$ cat src/rtl/alu_pkg.sv
// Shared definitions for the execute-stage ALU: selection codes, FSM
// encoding, shift kinds and default widths. The ALU control unit uses
// the same ALU_* codes so both sides agree on the encoding.
package alu_pkg;

    localparam int DEFAULT_XLEN    = 32;
    localparam int DEFAULT_SHAMT_W = 5;

    // ALU selection codes
    localparam logic [3:0] ALU_ADD  = 4'b0000;
    localparam logic [3:0] ALU_SUB  = 4'b0001;
    localparam logic [3:0] ALU_PASS = 4'b0011;
    localparam logic [3:0] ALU_OR   = 4'b0100;
    localparam logic [3:0] ALU_AND  = 4'b0101;
    localparam logic [3:0] ALU_XOR  = 4'b0111;
    localparam logic [3:0] ALU_SRL  = 4'b1000;
    localparam logic [3:0] ALU_SLL  = 4'b1001;
    localparam logic [3:0] ALU_SRA  = 4'b1010;
    localparam logic [3:0] ALU_SLT  = 4'b1101;
    localparam logic [3:0] ALU_SLTU = 4'b1111;

    typedef enum logic [0:0] {
        ST_IDLE  = 1'b0,
        ST_SHIFT = 1'b1
    } alu_state_e;

    typedef enum logic [1:0] {
        SHK_SRL = 2'd0,
        SHK_SLL = 2'd1,
        SHK_SRA = 2'd2
    } shift_kind_e;

    function automatic logic is_shift_sel(input logic [3:0] sel);
        case (sel)
            ALU_SRL, ALU_SLL, ALU_SRA: is_shift_sel = 1'b1;
            default:                   is_shift_sel = 1'b0;
        endcase
    endfunction

    function automatic shift_kind_e shift_kind_of(input logic [3:0] sel);
        case (sel)
            ALU_SLL: shift_kind_of = SHK_SLL;
            ALU_SRA: shift_kind_of = SHK_SRA;
            default: shift_kind_of = SHK_SRL;
        endcase
    endfunction

endpackage

$ cat src/rtl/alu_shift_iter.sv
// Iterative 1-bit-per-cycle shifter. A start pulse latches the operand,
// amount and kind; each following cycle shifts once and decrements the
// counter. 'last' flags the cycle whose edge completes the shift, and
// data_next then carries the final value to be captured by the owner.
module alu_shift_iter
    import alu_pkg::*;
#(
    parameter int XLEN    = DEFAULT_XLEN,
    parameter int SHAMT_W = DEFAULT_SHAMT_W
) (
    input  logic               clk,
    input  logic               rst,
    input  logic               flush,
    input  logic               start,
    input  shift_kind_e        kind_in,
    input  logic [XLEN-1:0]    data_in,
    input  logic [SHAMT_W-1:0] amount,
    output logic               last,
    output logic [XLEN-1:0]    data_next
);

    localparam logic [SHAMT_W-1:0] CNT_ZERO = {SHAMT_W{1'b0}};
    localparam logic [SHAMT_W-1:0] CNT_ONE  = {{(SHAMT_W-1){1'b0}}, 1'b1};

    logic [XLEN-1:0]    shreg_r;
    logic [SHAMT_W-1:0] cnt_r;
    shift_kind_e        kind_r;
    logic [XLEN-1:0]    data_next_s;

    // One-bit shift of the working register according to the latched kind
    always_comb begin
        data_next_s = shreg_r;
        case (kind_r)
            SHK_SRL: data_next_s = {1'b0, shreg_r[XLEN-1:1]};
            SHK_SLL: data_next_s = {shreg_r[XLEN-2:0], 1'b0};
            SHK_SRA: data_next_s = {shreg_r[XLEN-1], shreg_r[XLEN-1:1]};
            default: data_next_s = shreg_r;
        endcase
    end

    // Working register, remaining-count and kind; flush abandons the shift
    always_ff @(posedge clk) begin
        if (rst) begin
            shreg_r <= {XLEN{1'b0}};
            cnt_r   <= CNT_ZERO;
            kind_r  <= SHK_SRL;
        end else if (flush) begin
            cnt_r   <= CNT_ZERO;
        end else if (start) begin
            shreg_r <= data_in;
            cnt_r   <= amount;
            kind_r  <= kind_in;
        end else if (cnt_r != CNT_ZERO) begin
            shreg_r <= data_next_s;
            cnt_r   <= cnt_r - CNT_ONE;
        end else begin
            shreg_r <= shreg_r;
        end
    end

    assign last      = (cnt_r == CNT_ONE);
    assign data_next = data_next_s;

endmodule

$ cat src/rtl/alu_exec_unit.sv
// Execute-stage ALU with a valid/ready handshake on both sides.
// Logic, arithmetic and compare ops produce a registered result one
// cycle after accept; non-zero shifts go through the iterative shifter
// and complete N cycles after accept. Flush drops any in-flight work.
module alu_exec_unit
    import alu_pkg::*;
#(
    parameter int XLEN    = DEFAULT_XLEN,
    parameter int SHAMT_W = DEFAULT_SHAMT_W
) (
    input  logic            clk,
    input  logic            rst,
    input  logic            flush,
    input  logic            in_valid,
    output logic            in_ready,
    input  logic [3:0]      alu_sel,
    input  logic [XLEN-1:0] op_a,
    input  logic [XLEN-1:0] op_b,
    input  logic [4:0]      rd_in,
    output logic            out_valid,
    input  logic            out_ready,
    output logic [XLEN-1:0] result,
    output logic [4:0]      rd_out,
    output logic            zero,
    output logic            illegal_op
);

    alu_state_e         state_r;
    alu_state_e         state_s;
    logic               in_ready_s;
    logic               accept_s;
    logic               start_shift_s;
    logic               load_direct_s;
    logic               shift_last_s;
    logic               shift_done_s;
    logic [XLEN-1:0]    shift_data_s;
    logic [SHAMT_W-1:0] shamt_s;
    logic [XLEN-1:0]    alu_res_s;
    logic               illegal_s;

    logic [XLEN-1:0]    result_r;
    logic [4:0]         rd_r;
    logic [4:0]         shift_rd_r;
    logic               illegal_r;
    logic               out_valid_r;

    assign shamt_s       = op_b[SHAMT_W-1:0];
    assign accept_s      = in_valid && in_ready_s;
    assign start_shift_s = accept_s && is_shift_sel(alu_sel) && (shamt_s != {SHAMT_W{1'b0}});
    assign load_direct_s = accept_s && !start_shift_s;
    assign shift_done_s  = (state_r == ST_SHIFT) && shift_last_s;

    // Single-cycle datapath; shift codes here only ever see shamt == 0
    always_comb begin
        alu_res_s = {XLEN{1'b0}};
        illegal_s = 1'b0;
        case (alu_sel)
            ALU_ADD:  alu_res_s = op_a + op_b;
            ALU_SUB:  alu_res_s = op_a - op_b;
            ALU_PASS: alu_res_s = op_b;
            ALU_OR:   alu_res_s = op_a | op_b;
            ALU_AND:  alu_res_s = op_a & op_b;
            ALU_XOR:  alu_res_s = op_a ^ op_b;
            ALU_SRL:  alu_res_s = op_a;
            ALU_SLL:  alu_res_s = op_a;
            ALU_SRA:  alu_res_s = op_a;
            ALU_SLT:  alu_res_s = {{(XLEN-1){1'b0}}, ($signed(op_a) < $signed(op_b))};
            ALU_SLTU: alu_res_s = {{(XLEN-1){1'b0}}, (op_a < op_b)};
            default: begin
                alu_res_s = {XLEN{1'b0}};
                illegal_s = 1'b1;
            end
        endcase
    end

    alu_shift_iter #(
        .XLEN    (XLEN),
        .SHAMT_W (SHAMT_W)
    ) u_shift (
        .clk       (clk),
        .rst       (rst),
        .flush     (flush),
        .start     (start_shift_s),
        .kind_in   (shift_kind_of(alu_sel)),
        .data_in   (op_a),
        .amount    (shamt_s),
        .last      (shift_last_s),
        .data_next (shift_data_s)
    );

    // FSM state register; flush returns to IDLE
    always_ff @(posedge clk) begin
        if (rst) begin
            state_r <= ST_IDLE;
        end else if (flush) begin
            state_r <= ST_IDLE;
        end else begin
            state_r <= state_s;
        end
    end

    // FSM next-state: enter SHIFT on a non-zero shift, leave on its last step
    always_comb begin
        state_s = state_r;
        case (state_r)
            ST_IDLE: begin
                if (start_shift_s) begin
                    state_s = ST_SHIFT;
                end else begin
                    state_s = ST_IDLE;
                end
            end
            ST_SHIFT: begin
                if (shift_last_s) begin
                    state_s = ST_IDLE;
                end else begin
                    state_s = ST_SHIFT;
                end
            end
            default: state_s = ST_IDLE;
        endcase
    end

    // FSM outputs: accept only when idle, not flushing and the output slot frees
    always_comb begin
        in_ready_s = 1'b0;
        if ((state_r == ST_IDLE) && !flush && (!out_valid_r || out_ready)) begin
            in_ready_s = 1'b1;
        end else begin
            in_ready_s = 1'b0;
        end
    end

    // Destination tag captured at shift start, released when the shift ends
    always_ff @(posedge clk) begin
        if (rst) begin
            shift_rd_r <= 5'd0;
        end else if (start_shift_s) begin
            shift_rd_r <= rd_in;
        end else begin
            shift_rd_r <= shift_rd_r;
        end
    end

    // Output register: load on direct accept or shift completion, else hold/consume
    always_ff @(posedge clk) begin
        if (rst) begin
            out_valid_r <= 1'b0;
            result_r    <= {XLEN{1'b0}};
            rd_r        <= 5'd0;
            illegal_r   <= 1'b0;
        end else if (flush) begin
            out_valid_r <= 1'b0;
        end else if (load_direct_s) begin
            out_valid_r <= 1'b1;
            result_r    <= alu_res_s;
            rd_r        <= rd_in;
            illegal_r   <= illegal_s;
        end else if (shift_done_s) begin
            out_valid_r <= 1'b1;
            result_r    <= shift_data_s;
            rd_r        <= shift_rd_r;
            illegal_r   <= 1'b0;
        end else if (out_ready) begin
            out_valid_r <= 1'b0;
        end else begin
            out_valid_r <= out_valid_r;
        end
    end

    assign in_ready   = in_ready_s;
    assign out_valid  = out_valid_r;
    assign result     = result_r;
    assign rd_out     = rd_r;
    assign illegal_op = illegal_r;
    assign zero       = (result_r == {XLEN{1'b0}});

endmodule

$ cat config.mk
export PLATFORM = sky130hd
export DESIGN_NAME = alu_exec_unit
export DESIGN_NICKNAME = d
export VERILOG_FILES = /design/src/rtl/alu_pkg.sv /design/src/rtl/alu_shift_iter.sv /design/src/rtl/alu_exec_unit.sv
export SDC_FILE = /design/constraint.sdc
export NUM_CORES = 1
export LEC_CHECK = 0
export BUFFER_PORTS_ARGS = -buffer_cell sky130_fd_sc_hd__buf_2
export CORE_ASPECT_RATIO = 0.7
export CORE_MARGIN = 2
export CORE_UTILIZATION = 60
export CTS_BUF_LIST = sky130_fd_sc_hd__clkbuf_8
export CTS_CLUSTER_DIAMETER = 100
export DETAILED_ROUTE_END_ITERATION = 7
export PLACE_DENSITY = 0.92
export SLEW_MARGIN = 20
export SYNTH_ARGS = -nofsm -noshare
export SYNTH_HDL_FRONTEND = slang
export SYNTH_HIERARCHICAL = 1
export SYNTH_SLANG_ARGS = --single-unit
$ cat constraint.sdc
create_clock -name clk -period 8 [get_ports clk]
set_clock_uncertainty 0.05 [all_clocks]
set_input_delay 0.8 -clock clk [delete_from_list [all_inputs] [get_ports clk]]
set_output_delay 0.8 -clock clk [all_outputs]
set_load 0.01 [all_outputs]
After elaboration in Yosys (flattened, before gate mapping)
Cells that the tools add are included.
{"block": "totals", "ff_bits": 84, "output_inout_bits": 41, "word_cells": 79}
{"block": "classes", "n_addsub": 3, "n_lt_le_gt_ge": 2, "eq_ne": 13, "muxes": 22, "n_bitwise": 5, "n_reduce_logical": 25}
{"op": "one-hot mux 32 bit (9 select lines)", "n": 1}
{"op": "two-way mux 32 bit", "n": 4}
{"op": "one-hot mux 32 bit (3 select lines)", "n": 1}
{"op": "< comparator 32 bit", "n": 2}
{"op": "adder 32 bit", "n": 1}
{"op": "AND 32 bit", "n": 1}
{"op": "zero test 32 bit", "n": 1}
{"op": "bitwise OR 32 bit", "n": 1}
{"op": "subtractor 32 bit", "n": 1}
{"op": "XOR 32 bit", "n": 1}
{"op": "equality test 4 bit (second input constant)", "n": 5}
{"op": "two-way mux 5 bit", "n": 4}
{"op": "equality test 4 x 3 -> 1 bit (second input constant)", "n": 3}
{"op": "OR reduction 11 bit", "n": 1}
{"op": "two-way mux 1 bit", "n": 10}
{"op": "nonzero test 5 bit", "n": 2}
{"op": "logical AND 1 bit", "n": 7}
{"op": "AND reduction 2 bit", "n": 3}
{"op": "equality test 5 x 1 -> 1 bit (second input constant)", "n": 1}
{"op": "subtractor 5 x 1 -> 5 bit (second input constant)", "n": 1}
{"op": "equality test 4 x 1 -> 1 bit (second input constant)", "n": 1}
{"op": "equality test 4 x 2 -> 1 bit (second input constant)", "n": 1}
{"op": "zero test 4 bit", "n": 1}
{"op": "one-hot mux 2 bit (2 select lines)", "n": 1}
{"op": "other kinds (11)", "n": 15}

Logic depth before layout (Yosys ltp)
Gate-level depths: netlist of the first run.
{"block": "depth", "word_depth": 11, "mapped_depth": 12, "ltp_nobuf": 12}

Hierarchy
The synthesis of the first run kept the hierarchy.
{"mod": "alu_exec_unit", "n_inst": 1, "cells_per_inst": 1081, "area_per_inst_um2": 7445.9, "seq_area_each_um2": 900.9}
{"mod": "alu_shift_iter", "n_inst": 1, "cells_per_inst": 408, "area_per_inst_um2": 3150.5, "seq_area_each_um2": 780.7}

Least setup slack after synthesis of the first run
No wires, ideal clock.
{"block": "synth_timing", "path_kind": "input-to-reg", "startpoint": "in op_a[0]", "endpoint": "reg result_r[22] (netlist: result[22])", "setup_time_ns": 0.133, "t_arrival_ns": 3.245, "setup_slack_ns": 4.572, "path_stages": 11, "path_buffers": 0, "path_cell_list": "ha_1 fa_1 a21o_1 a221o_1 o21ai_0 nand3_1 a311oi_1 o32ai_1 xnor2_1 a221oi_1 a21oi_1"}
{"block": "synth_via", "elab_chain_cells": 3, "elab_cells_between_ends": 4, "cone_classes": "2 x add/sub; 2 x mux"}
{"item": "start, declared", "line": "alu_exec_unit.sv:17", "source": "input logic [XLEN-1:0] op_a,"}
{"item": "subtractor 32 bit / adder 32 bit (equally long branches)", "line": "alu_exec_unit.sv:59, alu_exec_unit.sv:58"}
{"item": "one-hot mux 32 bit (9 select lines) *", "line": "alu_exec_unit.sv:57", "source": "case (alu_sel)"}
{"item": "two-way mux 32 bit *", "line": "alu_exec_unit.sv:154", "source": "end else if (load_direct_s) begin"}
{"item": "end signal, assigned", "line": "alu_exec_unit.sv:149", "source": "result_r <= {XLEN{1'b0}};"}
{"item": "end signal, assigned", "line": "alu_exec_unit.sv:156", "source": "result_r <= alu_res_s;"}
{"item": "end signal, assigned", "line": "alu_exec_unit.sv:161", "source": "result_r <= shift_data_s;"}
{"item": "end, declared", "line": "alu_exec_unit.sv:41", "source": "logic [XLEN-1:0] result_r;"}
Mark *: on every way between the ends. The rest lies on a longest branch, timed or not.
A chain may end at the register's enable or synchronous reset.

Worst setup path after layout of the first run
{"block": "layout_timing", "startpoint": "in alu_sel[0]", "endpoint": "reg result_r[31] (netlist: result[31])"}
{"block": "layout_via", "elab_chain_cells": 9, "elab_cells_between_ends": 21, "cone_classes": "10 x eq/ne; 3 x mux; 8 x reduce/logical"}
{"item": "start, declared", "line": "alu_exec_unit.sv:16", "source": "input logic [3:0] alu_sel,"}
{"item": "equality test 4 bit", "line": "alu_pkg.sv:34, alu_exec_unit.sv:57"}
{"item": "OR reduction 3 bit (no line)"}
{"item": "two-way mux 1 bit", "line": "alu_pkg.sv:34", "source": "case (sel)"}
{"item": "logical AND 1 bit (2 in a row)", "line": "alu_exec_unit.sv:49", "source": "assign start_shift_s = accept_s && is_shift_sel(alu_sel) && (shamt_s != {SHAMT_W{1'b0}});"}
{"item": "zero test 1 bit", "line": "alu_exec_unit.sv:50", "source": "assign load_direct_s = accept_s && !start_shift_s;"}
{"item": "logical AND 1 bit", "line": "alu_exec_unit.sv:50"}
{"item": "nonzero test 2 bit (no line)"}
{"item": "AND reduction 2 bit (no line)"}
Several ways; a longest one is shown, not always the timed one.

==> impl_results.md, run 1 <==
* Outcome: finished clean
* #FFs+latches synth at 84
* Post-synth EDFFs at 0
* CTS tree: built
* Placed insts at 1,733
* Via/cell ratio at 7.12
* Final setup viols at 0
* WL final at 40,900 µm
* Max cap viols at 0
* HP Class: reg2reg
* Post-synth ARST share at 0%
* Slew @ Worst Pin at 1.23 ns
* N_diodes at 0
* Post-route clock period utilization at 55.1%
* Post-CTS sizing at 0
* Final setup margin at 3.59 ns
* Number of core rows at 40
* Uppermost layer routed: met4
* Worst Setup Start Kind: input port
* Clock transition at the registers of the reported paths at 0.08 ns
* Die height at 115 µm
* Hold WS at 0.425 ns
* Skew-Pair Late Insertion Delay at 0.37 ns
* Global Route Usage Sum at 42.2%
* Num CTS Buffers at 9
* DR pass1 iterations at 7
* Yosys warns at 6
* Routed length on met2 at 16,500 µm
* Final Power at 1.50 mW
* Average size of a mapped cell at 7.12 µm²
* Worst Path Arrival at 4.67 ns
* GRT overflow at 0
* Seq/Total Area, Yosys at 15.9%
* Die X at 163 µm
* CP endpoint kind: register
* Post-route cell area at 11,300 µm²
* CP Class: in2reg
* Clock tree buffer depth at 2
* Routed Antenna Nets at 0
* Setup Buffers After CTS at 0
* DRT met1 WL at 16,100 µm
* Via total after detailed routing at 12,447
* Hold Buf Count CTS at 0
* Metal3 WL at 5930 µm
* Crit path max fanout at 46
* Vias in the first global route at 10,936
* Final hold vios at 0
* WL/cell at 23.4 µm
* Number of nets in the layout at 1,691
* Starting Density at 61.5%
* Core footprint at 17,200 µm²
* Netlist cell types at 80
* DP HPWL at 29,700 µm
* Gpl congestion at 1.06
* First-pass GRT wire length at 61,900 µm
* Sink Count at 84
* Synth Instances at 1,489
* VDD IR max at 87.6 µV
* Max H-tree Level at 3
* Pre-CTS setup slack at 3.46 ns
* Initial antenna violation count at 0
* Final Critical Period at 4.41 ns
* Layout area overhead at 6.65%
* DRT iter0 DRCs at 2,364
* Slew headroom at 17.7%
* Most frequent cells in the layout: a21oi_1 (178), nor2_1 (138), buf_2 (118)
* Die area at 18,800 µm²
* Final core utilization at 65.6%
* Power Density at 133 nW/µm²
* Mapped cell area at 10,600 µm²
* Most common cell after layout, fill and taps aside: a21oi_1
* IO Port Bufs at 118
* Commonest register cell after synthesis: dfxtp_1
* Max-slew violation count at 0
* TNS Setup at 0 ns
* Largest net degree at the start of global routing at 84
* Layout cells sized above 1 at 13.8%
* DRC at 0
* Placed instance area at 11,100 µm²
* I/O pin cnt at 119
* Critical path required time at 8.26 ns
* Pleak at 4.63 nW
* Clk root buf: clkbuf_8
* Syn nets at 1,667
* Maximum clock frequency at 227 MHz
* RSZ-0062 raised after global routing: false
* Non-Filler Instances at 1,749
==> metal layers <==
metal / GRT usage [%] / vias up
met4: 21.9 / 0
met2: 61.0 / 1013
met5: 0 / -
li1: - / 5568
met3: 10.9 / 174
met1: 57.7 / 5692
==> where the power goes <==
part           switching (mW)  internal [mW]
registers              0.0521          0.455
logic                   0.446          0.264
clock network           0.167          0.121
==> worst max-delay path: stages <==
cell and delay [ns]:
buf_2 0.07, buf_4 0.44, nand2_1 0.49, o211ai_2 0.29, nand3_4 0.53, nor2_1 1.15
nand2_1 0.18, or3_1 0.37, a211o_1 0.24, nand3_1 0.06
==> area by class of cell <==
| cell class | count | area (µm²) |
|---|---|---|
| well taps | 231 | 289 |
| clock inverters | 6 | 41.3 |
| inverters | 102 | 383 |
| repair buffers | 133 | 703 |
| clock buffers | 10 | 138 |
| multi-input cells | 1183 | 8060 |
| fillers | 1550 | 5920 |
| flip-flops and latches | 84 | 1680 |
==> cells by family after synthesis <==
family / share of synthesized area [%]
multiplexers: 5.43
buffers and inverters: 8.23
XOR/XNOR: 1.65
AO/OA/AOI/OAI: 33.5
adder cells (fa/ha/maj): 11.9
flip-flops: 15.9
AND/OR/NAND/NOR: 23.4
==> final timing paths <==
path / startpoint / endpoint / slack [ns] / depth (start not counted)
min: result[5] / result[5] / 0.42 / 2
min reg2reg: result[5] / result[5] / 0.42 / 2
max reg2reg: out_valid / result[31] / 4.48 / 8
max: alu_sel[0] / result[31] / 3.59 / 10
==> state kept, by name (all words and copies together), names as in the netlist <==
signal and flops:
result 32, out_valid 1, u_shift/shreg_r 32, state_r 1
rd_out 5, u_shift/cnt_r 5, illegal_op 1, shift_rd_r 5
u_shift/kind_r 2
==> synth_stat cells (14+ instances only) <==
master / instances / area, µm²
a21o_1: 18 / 135
a211oi_1: 18 / 135
ha_1: 98 / 1230
nor3_1: 31 / 155
clkbuf_1: 97 / 364
o311ai_0: 33 / 289
a31oi_1: 20 / 125
a21oi_1: 178 / 891
mux2i_1: 53 / 531
o211ai_1: 14 / 105
nand3_1: 27 / 135
nand2_1: 111 / 417
or3_1: 15 / 93.8
xnor2_1: 15 / 131
o311a_1: 30 / 300
a221oi_1: 18 / 158
inv_1: 101 / 379
nor2_1: 140 / 526
nor4_1: 19 / 119
or3b_2: 30 / 263
nand2b_1: 43 / 269
dfxtp_1: 84 / 1680
and3_1: 14 / 87.6
o21ai_0: 66 / 330
Power figures use the tool's default switching activity.
==> run 2, diff against run 1 <==
- clock period: 8 -> 4.19 ns (I/O delays scaled with it)
==> run 2 against run 1 <==
Final cell count rose by 1.1%; setup slack lost 2.7 ns; critical path depth is 3 higher; register-to-register slack got worse by 3.6 ns; power increased by 95%; die area unchanged.
==> impl_results.md, run 2 (synthesis gave the netlist of run 1 again) <==
* Outcome: finished clean
* Layout area overhead at 8.08%
* Placed insts at 1,749
* Slew headroom at 28.3%
* CP endpoint kind: register
* Fillers at 1,526
* Largest net degree at the start of global routing at 137
* WL/cell at 23.1 µm
* Num CTS Buffers at 9
* DP HPWL at 29,900 µm
* I/O pin cnt at 119
* Skew-Pair Late Insertion Delay at 0.38 ns
* Number of nets in the layout at 1,707
* Worst Path Arrival at 3.54 ns
* Critical path required time at 4.41 ns
* Initial antenna violation count at 1
* Vias in the first global route at 10,991
* Global Route Usage Sum at 41.9%
* HP Class: in2reg
* Most common cell after layout, fill and taps aside: a21oi_1
* Final Critical Period at 3.32 ns
* Max cap viols at 0
* Sink Count at 84
* Via/cell ratio at 7.05
* DRT iter0 DRCs at 2,322
* Placed instance area at 11,300 µm²
* CP bufs+invs at 2
* Crit path max fanout at 4
* Final Power at 2.94 mW
* Power Density at 256 nW/µm²
* Final setup margin at 0.872 ns
* Routed Antenna Nets at 0
* Starting Density at 61.5%
* Number of core rows at 40
* Clock transition at the registers of the reported paths at 0.10 ns
* Final core utilization at 66.5%
* Die X at 163 µm
* Pleak at 4.73 nW
* WL final at 40,900 µm
* DRC at 0
* Slew @ Worst Pin at 1.07 ns
* Crit path cell chain: buf_2 -> inv_1 -> ha_1 -> fa_1 -> o21bai_1 -> a211oi_2 -> nor3b_1 -> o31ai_4 -> a211oi_1 -> o32ai_1 -> xnor2_1 -> a221oi_1 -> a21oi_1
* GRT overflow at 0
* Final setup viols at 0
* Max H-tree Level at 3
* Worst Setup Start Kind: input port
* CTS tree: built
* Post-route cell area at 11,500 µm²
* CP Class: in2reg
* First-pass GRT wire length at 61,300 µm
* Gpl congestion at 1.04
* Crit path max-delay family: compound AO/OA/AOI/OAI gates
* Most frequent cells in the layout: a21oi_1 (178), nor2_1 (138), buf_2 (118)
* Via total after detailed routing at 12,465
* Die height at 115 µm
* Non-Filler Instances at 1,768
* RSZ-0062 raised after global routing: false
* IO Port Bufs at 118
* Final hold vios at 0
* Clk root buf: clkbuf_8
* Core footprint at 17,200 µm²
* DR pass1 iterations at 6
* Post-CTS sizing at 0
* Clock tree buffer depth at 2
* Post-route clock period utilization at 79.2%
* Die area at 18,800 µm²
* CP peak stage delay at 0.48 ns
* Hold WS at 0.238 ns
* Layout cells sized above 1 at 14.7%
* Maximum clock frequency at 301 MHz
* Hold Buf Count CTS at 0
* VDD IR max at 183 µV
* Pre-CTS setup slack at 0.598 ns
* Setup Buffers After CTS at 0
* TNS Setup at 0 ns
* Max-slew violation count at 0
* Slowest CP cell: a211oi_1
-- run 2: cell count changes in the layout (fill, tap and decap cells not counted), sizes merged --
cell	delta
diode	+3
inv	+3
buf	+16
clkinvlp	-2
clkinv	-1
-- run 2: final timing paths --
| path | start | endpoint | slack, ns | cells after the start |
|---|---|---|---|---|
| min | rd_in[0] | shift_rd_r[0] | 0.24 | 3 |
| max reg2reg | u_shift/cnt_r[0] | result[23] | 0.87 | 10 |
| min reg2reg | result[6] | result[6] | 0.44 | 2 |
| max | op_a[0] | result[22] | 0.87 | 13 |
-- run 2: power by group --
part	total, mW	leakage (nW)	switching (mW)	internal, mW
sequential	0.968	0.684	0.0984	0.869
combinational	1.36	3.95	0.846	0.516
clock	0.607	0.0983	0.364	0.243
total	2.94	4.73	1.31	1.63
-- run 2: metal layers --
layer	wire length [µm]	GRT usage, %	vias up
met5	0	0	-
met4	2720	24.6	0
met3	5750	11.2	168
met2	16500	61.8	972
met1	16000	55.2	5729
li1	-	-	5596
-- run 2: layout make-up --
type,count,area (µm²),area share (%)
Timing Repair Buffer,149,836,7.30
Tap cell,231,289,2.52
Clock buffer,10,138,1.20
Sequential cell,84,1680,14.7
Inverter,102,383,3.34
Antenna cell,3,7.51,0.0656
Clock inverter,6,52.6,0.459
Multi-Input combinational cell,1183,8060,70.4
-- run 2: tightest hold or removal path, delay by kind of cell --
family	cells	cell delay, ns
mux	1	0.06
buf+inv	1	0.09
simple gates	1	0.07
